## src/rtl/spike_decoder.sv

```systemverilog
// Spike-count read-out: counts per-neuron spikes over a WIN_LEN window, then argmax-scans one neuron per cycle.
// Latency: result valid WIN_LEN+N_OUT+1 cycles after an accepted start.
// Backpressure: result held in HOLD until res_ready; start is ignored while busy.

module spike_decoder #(
   parameter int N_OUT   = 10,
   parameter int CNT_W   = 8,
   parameter int WIN_LEN = 1000,
   parameter int WIN_W   = 16
) (
   input  logic             clk,
   input  logic             rst_n,
   input  logic             start,
   input  logic             learn,
   input  logic [N_OUT-1:0] spike,
   output logic             busy,
   output logic             res_valid,
   input  logic             res_ready,
   output logic [3:0]       winner,
   output logic [CNT_W-1:0] win_cnt,
   output logic             tie,
   output logic             no_spike,
   output logic             res_learn
);

   typedef enum logic [1:0] {IDLE, COUNT, SCAN, HOLD} state_t;

   typedef struct packed {
      logic [3:0]       winner;
      logic [CNT_W-1:0] win_cnt;
      logic             tie;
      logic             no_spike;
   } res_t;

   localparam logic [WIN_W-1:0] WIN_END  = WIN_W'(WIN_LEN);
   localparam logic [3:0]       LAST_IDX = 4'(N_OUT - 1);
   localparam logic [CNT_W-1:0] CNT_MAX  = {CNT_W{1'b1}};

   state_t           state_q, state_d;
   logic [WIN_W-1:0] win_q;
   logic [3:0]       scan_idx_q;
   logic [CNT_W-1:0] cnt_q [N_OUT];
   logic [CNT_W-1:0] best_q;
   logic [3:0]       best_idx_q;
   logic             tie_q;
   res_t             res_q;
   logic             learn_q;

   logic             win_done;
   logic             scan_last;
   logic [CNT_W-1:0] cur_cnt;
   logic [CNT_W-1:0] best_d;
   logic [3:0]       best_idx_d;
   logic             tie_d;

   // win_q reaches WIN_END after the last sample; that edge moves to SCAN without sampling
   assign win_done  = (win_q == WIN_END);
   assign scan_last = (scan_idx_q == LAST_IDX);
   assign cur_cnt   = cnt_q[scan_idx_q];

   always_ff @(posedge clk or negedge rst_n) begin
      if (!rst_n) begin
         state_q <= IDLE;
      end else begin
         state_q <= state_d;
      end
   end

   always_comb begin
      state_d = state_q;
      case (state_q)
         IDLE:    if (start)     state_d = COUNT;
         COUNT:   if (win_done)  state_d = SCAN;
         SCAN:    if (scan_last) state_d = HOLD;
         HOLD:    if (res_ready) state_d = IDLE;
         default:                state_d = IDLE;
      endcase
   end

   // Running argmax: strict greater-than keeps the lowest index on equal counts
   always_comb begin
      best_d     = best_q;
      best_idx_d = best_idx_q;
      tie_d      = tie_q;
      if (scan_idx_q == 4'd0) begin
         best_d     = cur_cnt;
         best_idx_d = 4'd0;
         tie_d      = 1'b0;
      end else if (cur_cnt > best_q) begin
         best_d     = cur_cnt;
         best_idx_d = scan_idx_q;
         tie_d      = 1'b0;
      end else if (cur_cnt == best_q) begin
         tie_d      = 1'b1;
      end
   end

   always_ff @(posedge clk or negedge rst_n) begin
      if (!rst_n) begin
         win_q      <= '0;
         scan_idx_q <= '0;
         best_q     <= '0;
         best_idx_q <= '0;
         tie_q      <= 1'b0;
         res_q      <= '0;
         learn_q    <= 1'b0;
         for (int i = 0; i < N_OUT; i++) cnt_q[i] <= '0;
      end else begin
         case (state_q)
            IDLE: begin
               if (start) begin
                  win_q   <= '0;
                  learn_q <= learn;
                  for (int i = 0; i < N_OUT; i++) cnt_q[i] <= '0;
               end
            end
            COUNT: begin
               scan_idx_q <= '0;
               if (!win_done) begin
                  win_q <= win_q + WIN_W'(1);
                  for (int i = 0; i < N_OUT; i++) begin
                     if (spike[i] && (cnt_q[i] != CNT_MAX)) cnt_q[i] <= cnt_q[i] + CNT_W'(1);
                  end
               end
            end
            SCAN: begin
               best_q     <= best_d;
               best_idx_q <= best_idx_d;
               tie_q      <= tie_d;
               scan_idx_q <= scan_idx_q + 4'd1;
               if (scan_last) begin
                  res_q.win_cnt  <= best_d;
                  res_q.no_spike <= (best_d == '0);
                  res_q.winner   <= (best_d == '0) ? 4'd0 : best_idx_d;
                  res_q.tie      <= (best_d == '0) ? 1'b0 : tie_d;
               end
            end
            default: begin
            end
         endcase
      end
   end

   assign busy      = (state_q != IDLE);
   assign res_valid = (state_q == HOLD);
   assign winner    = res_q.winner;
   assign win_cnt   = res_q.win_cnt;
   assign tie       = res_q.tie;
   assign no_spike  = res_q.no_spike;
   assign res_learn = learn_q;

   a_hold_stable: assert property (@(posedge clk) disable iff (!rst_n)
      (res_valid && !res_ready) |=> (res_valid && $stable(res_q) && $stable(learn_q)));

   a_win_bound: assert property (@(posedge clk) disable iff (!rst_n) win_q <= WIN_END);

endmodule
```

## config.mk

```make
export PLATFORM = sky130hd
export DESIGN_NAME = spike_decoder
export DESIGN_NICKNAME = d
export VERILOG_FILES = /design/src/rtl/spike_decoder.sv
export SDC_FILE = /design/constraint.sdc
export NUM_CORES = 1
export LEC_CHECK = 0
export ABC_AREA = 1
export BUFFER_PORTS_ARGS = -buffer_cell sky130_fd_sc_hd__buf_2
export CAP_MARGIN = 10
export CELL_PAD_IN_SITES_DETAIL_PLACEMENT = 1
export CELL_PAD_IN_SITES_GLOBAL_PLACEMENT = 1
export CORE_UTILIZATION = 35
export CTS_CLUSTER_SIZE = 12
export DETAILED_ROUTE_END_ITERATION = 8
export PLACE_DENSITY = 0.67
export SLEW_MARGIN = 20
export SYNTH_ARGS = -nofsm -noshare
export SYNTH_HDL_FRONTEND = slang
export SYNTH_SLANG_ARGS = --single-unit
```

## constraint.sdc

```tcl
create_clock -name clk -period 3.6 [get_ports clk]
set_input_delay 0.54 -clock clk [delete_from_list [all_inputs] [get_ports clk]]
set_output_delay 0.54 -clock clk [all_outputs]
set_load 0.005 [all_outputs]
```

==> Word level (Yosys, flattened, before mapping) <==
Index checks and enable logic that the tools add are counted.
{ "totals": {"regBits": 130, "latch_bits": 0, "ram_bits": 0, "rom_bits": 0, "input_bits": 15, "out_inout_bits": 17, "word_cells": 131, "memories": 0} }
{ "op_classes": {"add_sub_neg": 12, "multipliers": 0, "div": 0, "order_cmp": 2, "n_eq_ne": 31, "n_shift": 0, "n_mux": 34, "bitwise": 1, "n_reduce_logical": 30} }
{ "ops": {"columns": ["operator", "count"], "rows": [
  ["2-to-1 mux 80 bit", 2],
  ["case mux 80 bit (2 select lines)", 1],
  ["2-to-1 mux 8 bit", 14],
  ["adder 8 x 1 -> 8 bit, second input constant", 10],
  ["!= test 8 bit, second input constant", 10],
  ["AND reduction 4 bit", 11],
  ["binary-select mux 8 bit (select 4 bit)", 1],
  ["2-to-1 mux 16 bit", 2],
  ["case mux 16 bit (2 select lines)", 1],
  ["!= test 2 bit, second input constant", 14],
  ["adder 16 x 1 -> 16 bit, second input constant", 1],
  ["equality test 16 x 10 -> 1 bit, second input constant", 1],
  ["2-to-1 mux 4 bit", 3],
  ["logical AND 1 bit", 10],
  ["equality test 8 bit", 1],
  ["greater-than comparator 8 bit", 1],
  ["zero test 8 bit", 1],
  ["2-to-1 mux 2 bit", 4],
  ["case mux 2 bit (4 select lines)", 1],
  ["case mux 4 bit (2 select lines)", 1],
  ["nonzero test 2 bit", 3],
  ["greater-or-equal comparator 5 bit, second input constant", 1],
  ["NOT 4 -> 5 bit", 1],
  ["adder 4 x 1 -> 4 bit, second input constant", 1],
  ["9 further kinds", 14]
]} }

==> Longest topological paths before layout <==
Gate-level depths: netlist (run 1).
{ "logic_depth": {"depth_word": 9, "mapped_depth": 25, "mapped_depth_nobuf": 24} }

==> Worst setup path after synthesis (run 1) <==
Ideal clock, no wire load.
{ "synth_timing": {"path_type": "register to register", "start": "register scan_idx_q[0]", "end": "register, netlist name winner[2]", "setup_time_ps": 116, "arrival_ps": 2475, "t_required_ps": 3484, "slack_ps": 1009, "stages_incl_launch_ff": 20, "n_path_buf": 3, "period_less_slack_ps": 2591, "cell_sequence": "dfrtp_1 -> buf_4 -> buf_6 -> o211ai_1 -> a21oi_1 -> nor2_1 -> inv_1 -> ha_1 -> nand2_1 -> nor2_1 -> nand4_1 -> nand2_1 -> buf_2 -> nand3b_1 -> nand2_1 -> nand2_1 -> nor2_2 -> nand2_2 -> nand2_1 -> nand2_1"} }
{ "synth_between": {"elab_chain_cells": 9, "word_cells_on_any_way": 14, "cone_classes": "order compare (1); eq/ne (1); mux (8); bitwise (1); reduce/logical (3)"} }
{ "synth_lines": {"columns": ["element", "line_no", "rtl"], "rows": [
  ["start: declaration", "41", "logic [3:0] scan_idx_q;"],
  ["start signal: assignment", "130", "scan_idx_q <= scan_idx_q + 4'd1;"],
  ["NOT 4 -> 5 bit (not written as such)", "59", "assign cur_cnt = cnt_q[scan_idx_q];"],
  ["binary-select mux 8 bit (select 4 bit)", "59", null],
  ["2-to-1 mux 8 bit (not written as such) (2 in series)", "59", null],
  ["greater-than comparator 8 bit", "89", "end else if (cur_cnt > best_q) begin"],
  ["2-to-1 mux 8 bit", "89", null],
  ["2-to-1 mux 8 bit", "85", "if (scan_idx_q == 4'd0) begin"],
  ["zero test 8 bit", "134", "res_q.winner <= (best_d == '0) ? 4'd0 : best_idx_d;"],
  ["2-to-1 mux 4 bit", "134", null]
]} }
Several ways; a longest one is shown, not always the timed one. The select of a mux whose other input is x is not followed.
A chain may end at the register's enable or synchronous reset.

==> Final worst setup path (run 1) <==
{ "layout_timing": {"start": "register scan_idx_q[1]", "end": "register, netlist name tie"} }
{ "layout_between": {"elab_chain_cells": 9, "word_cells_on_any_way": 16, "cone_classes": "order compare (1); eq/ne (2); mux (9); bitwise (1); reduce/logical (3)"} }
{ "layout_lines": {"columns": ["element", "line_no", "rtl"], "rows": [
  ["NOT 4 -> 5 bit (not written as such)", "59", null],
  ["binary-select mux 8 bit (select 4 bit)", "59", null],
  ["2-to-1 mux 8 bit (not written as such) (2 in series)", "59", null],
  ["greater-than comparator 8 bit or equality test 8 bit (tied branches)", "89, 93", null],
  ["2-to-1 mux 8 bit or 2-to-1 mux 1 bit (tied branches)", "89, 93", null],
  ["2-to-1 mux 8 bit or 2-to-1 mux 1 bit (tied branches)", "85, 89", null],
  ["zero test 8 bit or 2-to-1 mux 1 bit (tied branches)", "135, 85", null],
  ["2-to-1 mux 1 bit", "135", "res_q.tie <= (best_d == '0) ? 1'b0 : tie_d;"]
]} }
Several ways; a longest one is shown, not always the timed one. The select of a mux whose other input is x is not followed.

==> flow_summary.json, run 1 <==
{
  "final_cell_mix": "302 x nand2_1, 130 x dfrtp_1, 112 x inv_1",
  "finalWorstSetupSlack_ns": 0.4223,
  "drtIter0Drc": 326,
  "grt_use_total": 0.2169,
  "cellLeakagePower_nw": 4.505,
  "syn_inst": 1096,
  "p_int_mw": 3.301,
  "swShare": 0.3745,
  "r2r_slack_ns": 0.42,
  "yosysTopAreaCell": "dfrtp_1",
  "p_clk_frac": 0.316,
  "yosysTopAreaCellShare": 0.4028,
  "ys_ff_latch": 130,
  "finClkSkew_ns": 0.01532,
  "rows": 55,
  "hp-class": "in -> async",
  "status": "finished, final reports clean",
  "nets": 1164,
  "ir_worst_vdd_mv": 0.2358,
  "fin_setup_tns_ns": 0,
  "first_pass_iters": 4,
  "layout-drive-gt1-share": 0.09083,
  "ant_nets": 0,
  "required_ns": 3.91,
  "dieHeight_um": 153.9,
  "r2r_cells": 21,
  "cts_buffers": 17,
  "syn-num-nets": 1138,
  "worst_setup_path_end_kind": "flip-flop",
  "cts-root-buf": "clkbuf_16",
  "cts_sinks": 130,
  "grt_max_degree": 55,
  "totalWireLength_um": 23850,
  "drv_cap": 0,
  "final.min_clock_period_ns": 3.178,
  "cts_tree": "yes",
  "max_slew.worst_pin.slew_ns": 0.9685,
  "ios": 32,
  "cp-endpoint": "tie$_DFFE_PN0P_",
  "r2r-start": "scan_idx_q[1]$_DFFE_PN0P_",
  "start_util": 0.3567,
  "areaGrowthSynthToFinish_pct": 12.05,
  "cts_setup_buffers": 0,
  "finalHoldViolations": 0,
  "synth-seq-area-share": 0.4028,
  "crit_path_start_kind": "flip-flop",
  "wl_per_cell_um": 16.81,
  "avgSynthCellArea_um2": 7.369,
  "grt_pass1_vias": 7680,
  "numPortBuffers": 31,
  "post-place-ws_ns": 0.1945,
  "coreArea_mm2": 0.02264,
  "switchingPower_mw": 1.976,
  "overflow": 0,
  "relSlewSlack": 0.3543,
  "drc_errors": 0,
  "fin_crit_sh": 0.8827,
  "r2r_end": "tie$_DFFE_PN0P_",
  "cts_buffer_depth": 2,
  "grt_antenna_before_repair": 0,
  "path_max_fanout": 22,
  "cts_hold_buf": 0,
  "drv_slew": 0,
  "diodes": 0,
  "powerDensity_mw_per_mm2": 583.1,
  "clk_latency_ns": 0.43,
  "post_cts_resized": 0,
  "path_clk_slew_ns": 0.06,
  "startpoint": "scan_idx_q[1]$_DFFE_PN0P_",
  "p_seq_frac": 0.407,
  "final_common_cell": "nand2_1",
  "p_comb_frac": 0.277,
  "n_fill_cell": 2841,
  "synthArstFlopShare": 1.000,
  "rsz0062_at_grt": "false",
  "synth_area_mm2": 0.008076,
  "critical_path_class": "reg -> reg",
  "setup_viol": 0,
  "vias": 7264,
  "die_x_um": 153.9,
  "h-tree-depth": 4,
  "die_area_mm2": 0.02369,
  "cp.arrival_ns": 3.49,
  "synth_cell_types": 41,
  "gp_congestion": 0.8017,
  "ys.flop_type": "dfrtp_1",
  "synth.area.top_cells": "dfrtp_1 40%, nand2_1 14%, o21ai_0 5.5%",
  "fmax_ghz": 0.3147,
  "synth_edf_count": 0,
  "dp_hpwl_um": 17330,
  "yosys_warnings": 0,
  "vias_per_cell": 5.119,
  "grt_pass1_wl_um": 40430
}
metal layers:
layer	global-route usage	wire length, µm	vias to the layer above
li1	-	-	3628
met1	0.2965	11700	3548
met2	0.3571	11210	71
met3	0.03072	659	17
met4	0.06048	280	0
met5	0	0	-
power groups by stage:
stage | clock, mW | sequential (mW) | combinational [mW]
4_1_cts | 1.71 | 2.15 | 1.47
6_report | 1.67 | 2.15 | 1.46
3_3_place_gp | 0 | 2.16 | 1.41
3_5_place_dp | 0 | 2.17 | 1.45
2_1_floorplan | 0 | 2.04 | 1.11
5_1_grt | 1.78 | 2.20 | 1.70
cell type report:
class                      count  area [µm²]  area share
multi-input combinational    809        4150      0.4586
sequential                   130        3253      0.3595
clock buffer                  22       474.2     0.05240
inverter                     118       442.9     0.04894
tap                          285       356.6     0.03940
timing repair buffer          46       290.3     0.03208
clock inverter                 9       82.58    0.009125
flip-flops by register name, summed over array words and instances, names as in the netlist:
register    count
state_q         2
cnt_q          80
win_cnt         8
best_idx_q      4
no_spike        1
scan_idx_q      4
best_q          8
win_q          16
tie             1
winner          4
tie_q           1
res_learn       1
cells by family after synthesis:
family	Yosys count	synth area share
simple gates	553	0.2931
compound gates	183	0.1278
fa+ha+maj	27	0.04183
flops	130	0.4028
xor+xnor	46	0.04988
buf+inv	157	0.08459
cell usage after synthesis, types with 8 or more instances:
master and number:
nand2_1 304, dfrtp_1 130, inv_1 112, nor2_1 97, o21ai_0 89, nand3_1 87, xor2_1 40, a21oi_1 34
ha_1 27, nor3_1 22, o211ai_1 19, nand4_1 16, o21ai_1 15, buf_2 12, clkbuf_1 12, a31oi_1 8
buf_6 8, o31ai_1 8
critical path, stage by stage (launching register included):
cell	delay [ns]
dfrtp_1	0.47
inv_2	0.23
o21ai_1	0.21
nand2_1	0.08
nand2_1	0.06
nand2_1	0.08
nor2_1	0.25
inv_1	0.08
ha_1	0.27
nand2_1	0.06
nor2_1	0.15
nand2_1	0.07
nand2_1	0.07
nand2_2	0.16
nand2_4	0.17
nand2_1	0.08
nand2_1	0.10
nand2_1	0.07
nor2_2	0.17
nand2_2	0.11
nand2_1	0.08
nand2_1	0.04
worst min path at each step:
stage | to | slack [ns] | cells past startpoint
after floorplan | best_idx_q[0]$_DFFE_PN0P_ | 0.24 | 0
after global placement | winner[1]$_DFFE_PN0P_ | 0.47 | 2
after detailed placement | winner[3]$_DFFE_PN0P_ | 0.46 | 2
after CTS | win_q[7]$_DFFE_PN0P_ | 0.09 | 1
after global routing | win_q[7]$_DFFE_PN0P_ | 0.1 | 1
final | win_q[7]$_DFFE_PN0P_ | 0.07 | 1
through the flow:
stage | hold WS, ns | power, mW | utilization | instance area, µm² | std cells
4_1_cts | 0.08868 | 5.333 | 0.3991 | 9036 | 1419
3_5_place_dp | 0.4632 | 3.622 | 0.3745 | 8479 | 1388
5_1_grt | 0.09513 | 5.683 | 0.3997 | 9050 | 1419
6_report | 0.06861 | 5.277 | 0.3997 | 9050 | 1419
2_1_floorplan | 0.2444 | 3.155 | - | 8077 | 1096
3_3_place_gp | 0.4685 | 3.572 | 0.3745 | 8479 | 1388
No activity file was read; power rests on OpenSTA's default activity.
==> run 2: changes to the inputs <==
- CORE_UTILIZATION: 35 -> 32
- PLACE_DENSITY: 0.67 -> 0.62
==> flow_summary.json, run 2 (synthesis gave the netlist of run 1 again) <==
{
  "required_ns": 3.93,
  "gp_congestion": 0.8056,
  "top_register": "cnt_q",
  "final_common_cell": "nand2_1",
  "vias": 7281,
  "crit_path_start_kind": "flip-flop",
  "r2r_end": "winner[3]$_DFFE_PN0P_",
  "fin_crit_sh": 0.8966,
  "drc_errors": 0,
  "grt_pass1_vias": 7470,
  "clk_latency_ns": 0.44,
  "finalWorstSetupSlack_ns": 0.3722,
  "die_x_um": 160.9,
  "final_cell_mix": "304 x nand2_1, 129 x dfrtp_1, 112 x inv_1",
  "r2r_cells": 21,
  "vias_per_cell": 4.997,
  "dp_hpwl_um": 17760,
  "critPathMaxStageDelay_ns": 0.40,
  "grt_use_total": 0.2010,
  "totalWireLength_um": 24360,
  "coreArea_mm2": 0.02453,
  "rsz0062_at_grt": "false",
  "setup_viol": 0,
  "largest_reg_flops": 80,
  "worst_setup_path_end_kind": "flip-flop",
  "ant_nets": 0,
  "relSlewSlack": 0.3529,
  "cts_buffer_depth": 2,
  "cp.arrival_ns": 3.55,
  "critical_path_class": "reg -> reg",
  "wl_per_cell_um": 16.72,
  "r2r-start": "scan_idx_q[1]$_DFFE_PN0P_",
  "areaGrowthSynthToFinish_pct": 13.74,
  "powerDensity_mw_per_mm2": 605.6,
  "drv_cap": 0,
  "ir_worst_vdd_mv": 0.2514,
  "cellLeakagePower_nw": 4.527,
  "finalHoldViolations": 0,
  "ios": 32,
  "dieHeight_um": 160.9,
  "nets": 1163,
  "drtIter0Drc": 404,
  "power_mw": 5.563,
  "status": "finished, final reports clean",
  "path_cells": "clkinv_2 > nand2_1 > nand3_1 > nand2_1 > nand2_1 > nand2_1 > nor2_1 > inv_1 > ha_1 > nand2_1 > nor2_1 > nand4_1 > nand2_1 > buf_4 > nand3b_1 > nand2_1 > nand2_1 > nor2_2 > nand2_2 > nand2_1 > nand2_1",
  "post-place-ws_ns": 0.3001,
  "grt_antenna_before_repair": 0,
  "r2r_slack_ns": 0.37,
  "cts_tree": "yes",
  "cts-root-buf": "clkbuf_16",
  "path_clk_slew_ns": 0.06,
  "p_clk_frac": 0.353,
  "n_fill_cell": 3029,
  "numPortBuffers": 31,
  "drv_slew": 0,
  "hp-class": "in -> async",
  "grt_pass1_wl_um": 40900,
  "swShare": 0.3601,
  "cp_slowest_cell": "dfrtp_1",
  "switchingPower_mw": 2.004,
  "fmax_ghz": 0.3098,
  "overflow": 0,
  "path_max_fanout": 22,
  "first_pass_iters": 4,
  "cts_hold_buf": 0,
  "grt_max_degree": 58,
  "h-tree-depth": 4,
  "largestRegisters": "cnt_q: 80 flops, win_q: 16 flops",
  "layout-drive-gt1-share": 0.09091,
  "start_util": 0.3292,
  "p_comb_frac": 0.262,
  "p_int_mw": 3.560,
  "final.min_clock_period_ns": 3.228,
  "cts_sinks": 130,
  "finClkSkew_ns": 0.01577,
  "max_slew.worst_pin.slew_ns": 0.9707,
  "cts_buffers": 17,
  "fin_setup_tns_ns": 0,
  "die_area_mm2": 0.02588,
  "p_seq_frac": 0.385,
  "diodes": 0,
  "cpMostUsedCell": "nand2_1",
  "rows": 57
}
[run 2: cell count changes in the layout (fill, tap and decap cells not counted), moves of 2 or more]
cell       previous run  this run
clkbuf_1              2         0
nand2_1             302       304
clkbuf_8              3         1
bufinv_16             1         5
inv_2                 4         2
[run 2: cell type report]
class                   instances  area (µm²)  area share
clock buffers                  18       439.2     0.04781
flip-flops and latches        130        3254      0.3543
clock inverters                13       209.0     0.02275
inverters                     118       446.7     0.04862
well taps                     324       405.4     0.04413
multi-input cells             809        4140      0.4507
repair buffers                 45       291.5     0.03174
[run 2: what timing repair did]
item | 4_1_cts | 5_1_grt
setup endpoints to repair | 0 | 6
setup buffers | 0 | 0
gates resized for setup | 0 | 4
[run 2: power groups by stage]
stage                     Clock [mW]  Sequential (mW)  Combinational, mW
after floorplan                    0             2.04               1.11
after global placement             0             2.16               1.43
after detailed placement           0             2.16               1.47
after CTS                       2.01             2.14               1.48
after global routing            2.06             2.20               1.71
final                           1.96             2.14               1.46
[run 2: worst max path at each step]
stage / endpoint / start / slack, ns / cells past startpoint
floorplan: winner[2]$_DFFE_PN0P_ / scan_idx_q[0]$_DFFE_PN0P_ / 1.01 / 19
global placement: winner[1]$_DFFE_PN0P_ / scan_idx_q[0]$_DFFE_PN0P_ / 0.37 / 24
detailed placement: winner[3]$_DFFE_PN0P_ / scan_idx_q[0]$_DFFE_PN0P_ / 0.30 / 21
CTS: winner[3]$_DFFE_PN0P_ / scan_idx_q[0]$_DFFE_PN0P_ / 0.24 / 20
global route: winner[0]$_DFFE_PN0P_ / scan_idx_q[1]$_DFFE_PN0P_ / 0.02 / 22
finish: winner[3]$_DFFE_PN0P_ / scan_idx_q[1]$_DFFE_PN0P_ / 0.37 / 21
[run 2: critical path: cells and delay by family (launching register included)]
| kind | cells | cell delay (ns) |
|---|---|---|
| adder cells (fa/ha/maj) | 1 | 0.31 |
| buffers and inverters | 3 | 0.55 |
| flip-flops | 1 | 0.40 |
| AND/OR/NAND/NOR | 17 | 1.84 |
[run 2: per-stage QoR]
stage	instance area, µm²	hold slack (ns)	utilization	cells
floorplan	8077	0.2444	-	1096
global placement	8533	0.4680	0.3478	1426
detailed placement	8533	0.4671	0.3478	1426
CTS	9181	0.06922	0.3742	1457
global route	9186	0.09158	0.3744	1457
finish	9186	0.05767	0.3744	1457
[run 2: per-layer routing]
layer,vias to the layer above,share of wire,global-route usage,routed length [µm]
li1,3625,-,-,-
met5,-,0,0,0
met3,18,0.026,0.03306,627
met1,3563,0.50,0.2803,12160
met4,0,0.014,0.05789,333
met2,75,0.46,0.3190,11230
==> run 3: changes to the inputs <==
- PLACE_DENSITY: 0.62 -> 0.7
- clock period: 3.6 -> 3.9 ns (I/O delays scaled with it)
==> flow_summary.json, run 3 (synthesis gave the netlist of run 1 again) <==
{
  "power_mw": 4.787,
  "dieHeight_um": 160.9,
  "cpMostUsedCell": "nand2_1",
  "drv_slew": 0,
  "grt_use_total": 0.1936,
  "status": "finished, final reports clean",
  "first_pass_iters": 4,
  "clk_latency_ns": 0.43,
  "finalHoldViolations": 0,
  "dp_hpwl_um": 16970,
  "required_ns": 4.22,
  "hp-class": "in -> async",
  "vias": 7281,
  "coreArea_mm2": 0.02453,
  "post-place-ws_ns": 0.3722,
  "start_util": 0.3292,
  "die_x_um": 160.9,
  "ant_nets": 0,
  "cp_top_family": "simple AND/OR/NAND/NOR gates",
  "cp_slowest_cell": "dfrtp_1",
  "cellLeakagePower_nw": 4.448,
  "largest_reg_flops": 80,
  "highest_layer": "met4",
  "p_clk_frac": 0.307,
  "crit_path_start_kind": "flip-flop",
  "r2r_slack_ns": 0.45,
  "ir_worst_vdd_mv": 0.3080,
  "die_area_mm2": 0.02588,
  "h-tree-depth": 4,
  "timing.critical_path.buf_inv": 3,
  "setup_viol": 0,
  "ios": 32,
  "max_slew.worst_pin.slew_ns": 0.9367,
  "instances_no_fill": 1454,
  "switchingPower_mw": 1.826,
  "numPortBuffers": 31,
  "top_register": "cnt_q",
  "final.min_clock_period_ns": 3.447,
  "swShare": 0.3815,
  "largestRegisters": "cnt_q: 80 flops, win_q: 16 flops",
  "cp.arrival_ns": 3.76,
  "finalWorstSetupSlack_ns": 0.4534,
  "worst_setup_path_end_kind": "flip-flop",
  "wl_per_cell_um": 16.21,
  "cts_setup_buffers": 0,
  "drt-met1-wl_um": 10820,
  "path_cells": "buf_4 > nand2_1 > o211ai_1 > nand2_1 > nand2_1 > nand2_1 > nor2_1 > inv_1 > ha_1 > nand2_1 > inv_1 > nand2_1 > nand2_1 > nand2_1 > nand2_1 > nand2_1 > nand2_2 > nand2_1 > nand2_1 > nand2_1 > nor2_2 > nand2_2 > nand2_1 > nand2_1",
  "nets": 1160,
  "vias_per_cell": 5.008,
  "diodes": 0,
  "cts_hold_buf": 0,
  "grt_max_degree": 96,
  "final_cell_mix": "303 x nand2_1, 130 x dfrtp_1, 112 x inv_1",
  "overflow": 0,
  "drc_errors": 0,
  "p_int_mw": 2.961,
  "grt_antenna_before_repair": 0,
  "rows": 57,
  "drv_cap": 0,
  "seq_area_mm2": 0.003253,
  "multiInputGateArea_mm2": 0.004143,
  "p_seq_frac": 0.414,
  "post_cts_resized": 0,
  "met2_length_um": 11400,
  "rsz0062_at_grt": "false",
  "dp.cells": 1423,
  "cts-root-buf": "clkbuf_16",
  "critPathMaxStageDelay_ns": 0.56,
  "layout-drive-gt1-share": 0.08584,
  "drtIter0Drc": 273,
  "path_clk_slew_ns": 0.06,
  "finClkSkew_ns": 0.01059,
  "grt_pass1_vias": 7739,
  "cts_tree": "yes",
  "powerDensity_mw_per_mm2": 531.2,
  "gp_congestion": 0.8081,
  "totalWireLength_um": 23570,
  "n_fill_cell": 3078,
  "critical_path_class": "reg -> reg",
  "p_comb_frac": 0.279,
  "cts_buffers": 17,
  "grt_pass1_wl_um": 39610,
  "fmax_ghz": 0.2901,
  "fin_crit_sh": 0.8837,
  "final_common_cell": "nand2_1",
  "wl_met3_um": 1037,
  "fin_setup_tns_ns": 0,
  "relSlewSlack": 0.3755,
  "areaGrowthSynthToFinish_pct": 11.59,
  "cts_sinks": 130,
  "path_max_fanout": 22,
  "cts_buffer_depth": 2
}
run 3: cell count changes in the layout (fill, tap and decap cells not counted), moves of 2 or more:
cell | before | now
clkbuf_1 | 0 | 3
bufinv_16 | 5 | 0
buf_12 | 2 | 0
inv_2 | 2 | 4
run 3: worst reg2reg max path, cell delays in order (launching register included):
cell,delay (ns)
dfrtp_1,0.56
buf_4,0.32
nand2_1,0.11
o211ai_1,0.10
nand2_1,0.09
nand2_1,0.08
nand2_1,0.06
nor2_1,0.16
inv_1,0.07
ha_1,0.30
nand2_1,0.06
inv_1,0.06
nand2_1,0.06
nand2_1,0.05
nand2_1,0.05
nand2_1,0.05
nand2_1,0.22
nand2_2,0.27
nand2_1,0.10
nand2_1,0.12
nand2_1,0.08
nor2_2,0.13
nand2_2,0.11
nand2_1,0.07
nand2_1,0.05
run 3: routing by layer:
layer  global-route usage  vias up
li1                     -     3619
met5                    0        -
met2               0.3243       97
met4              0.06775        0
met1               0.2432     3547
met3              0.04494       18
run 3: final timing paths:
kind                                                 from               endpoint  cells after the start
min in group clk                                    start  res_learn$_DFFE_PN0P_                      2
worst min register to register      winner[0]$_DFFE_PN0P_  winner[0]$_DFFE_PN0P_                      2
worst min-delay path                                rst_n   win_q[2]$_DFFE_PN0P_                      1
max in group asynchronous                           rst_n  winner[1]$_DFFE_PN0P_                      2
worst max-delay path            scan_idx_q[1]$_DFFE_PN0P_        tie$_DFFE_PN0P_                     24
worst max register to register  scan_idx_q[1]$_DFFE_PN0P_        tie$_DFFE_PN0P_                     24
run 3: power groups by stage:
stage,logic (mW),clock network [mW],registers [mW]
2_1_floorplan,1.03,0,1.88
3_3_place_gp,1.29,0,2.00
3_5_place_dp,1.34,0,2.00
4_1_cts,1.35,1.51,1.98
5_1_grt,1.56,1.55,2.03
6_report,1.34,1.47,1.98
run 3: through the flow:
step | instance area, µm² | hold slack [ns] | utilization
after floorplan | 8077 | 0.2894 | -
after global placement | 8486 | 0.4616 | 0.3459
after detailed placement | 8486 | 0.4647 | 0.3459
after CTS | 9010 | 0.2947 | 0.3672
after global routing | 9012 | 0.3402 | 0.3674
final | 9012 | 0.2417 | 0.3674
run 3: cell type report:
type,count,share of cell area
Tap cell,324,0.04498
Inverter,118,0.04915
Multi-Input combinational cell,809,0.4597
Timing Repair Buffer,42,0.02707
Clock buffer,22,0.05151
Clock inverter,9,0.006664
Sequential cell,130,0.3610
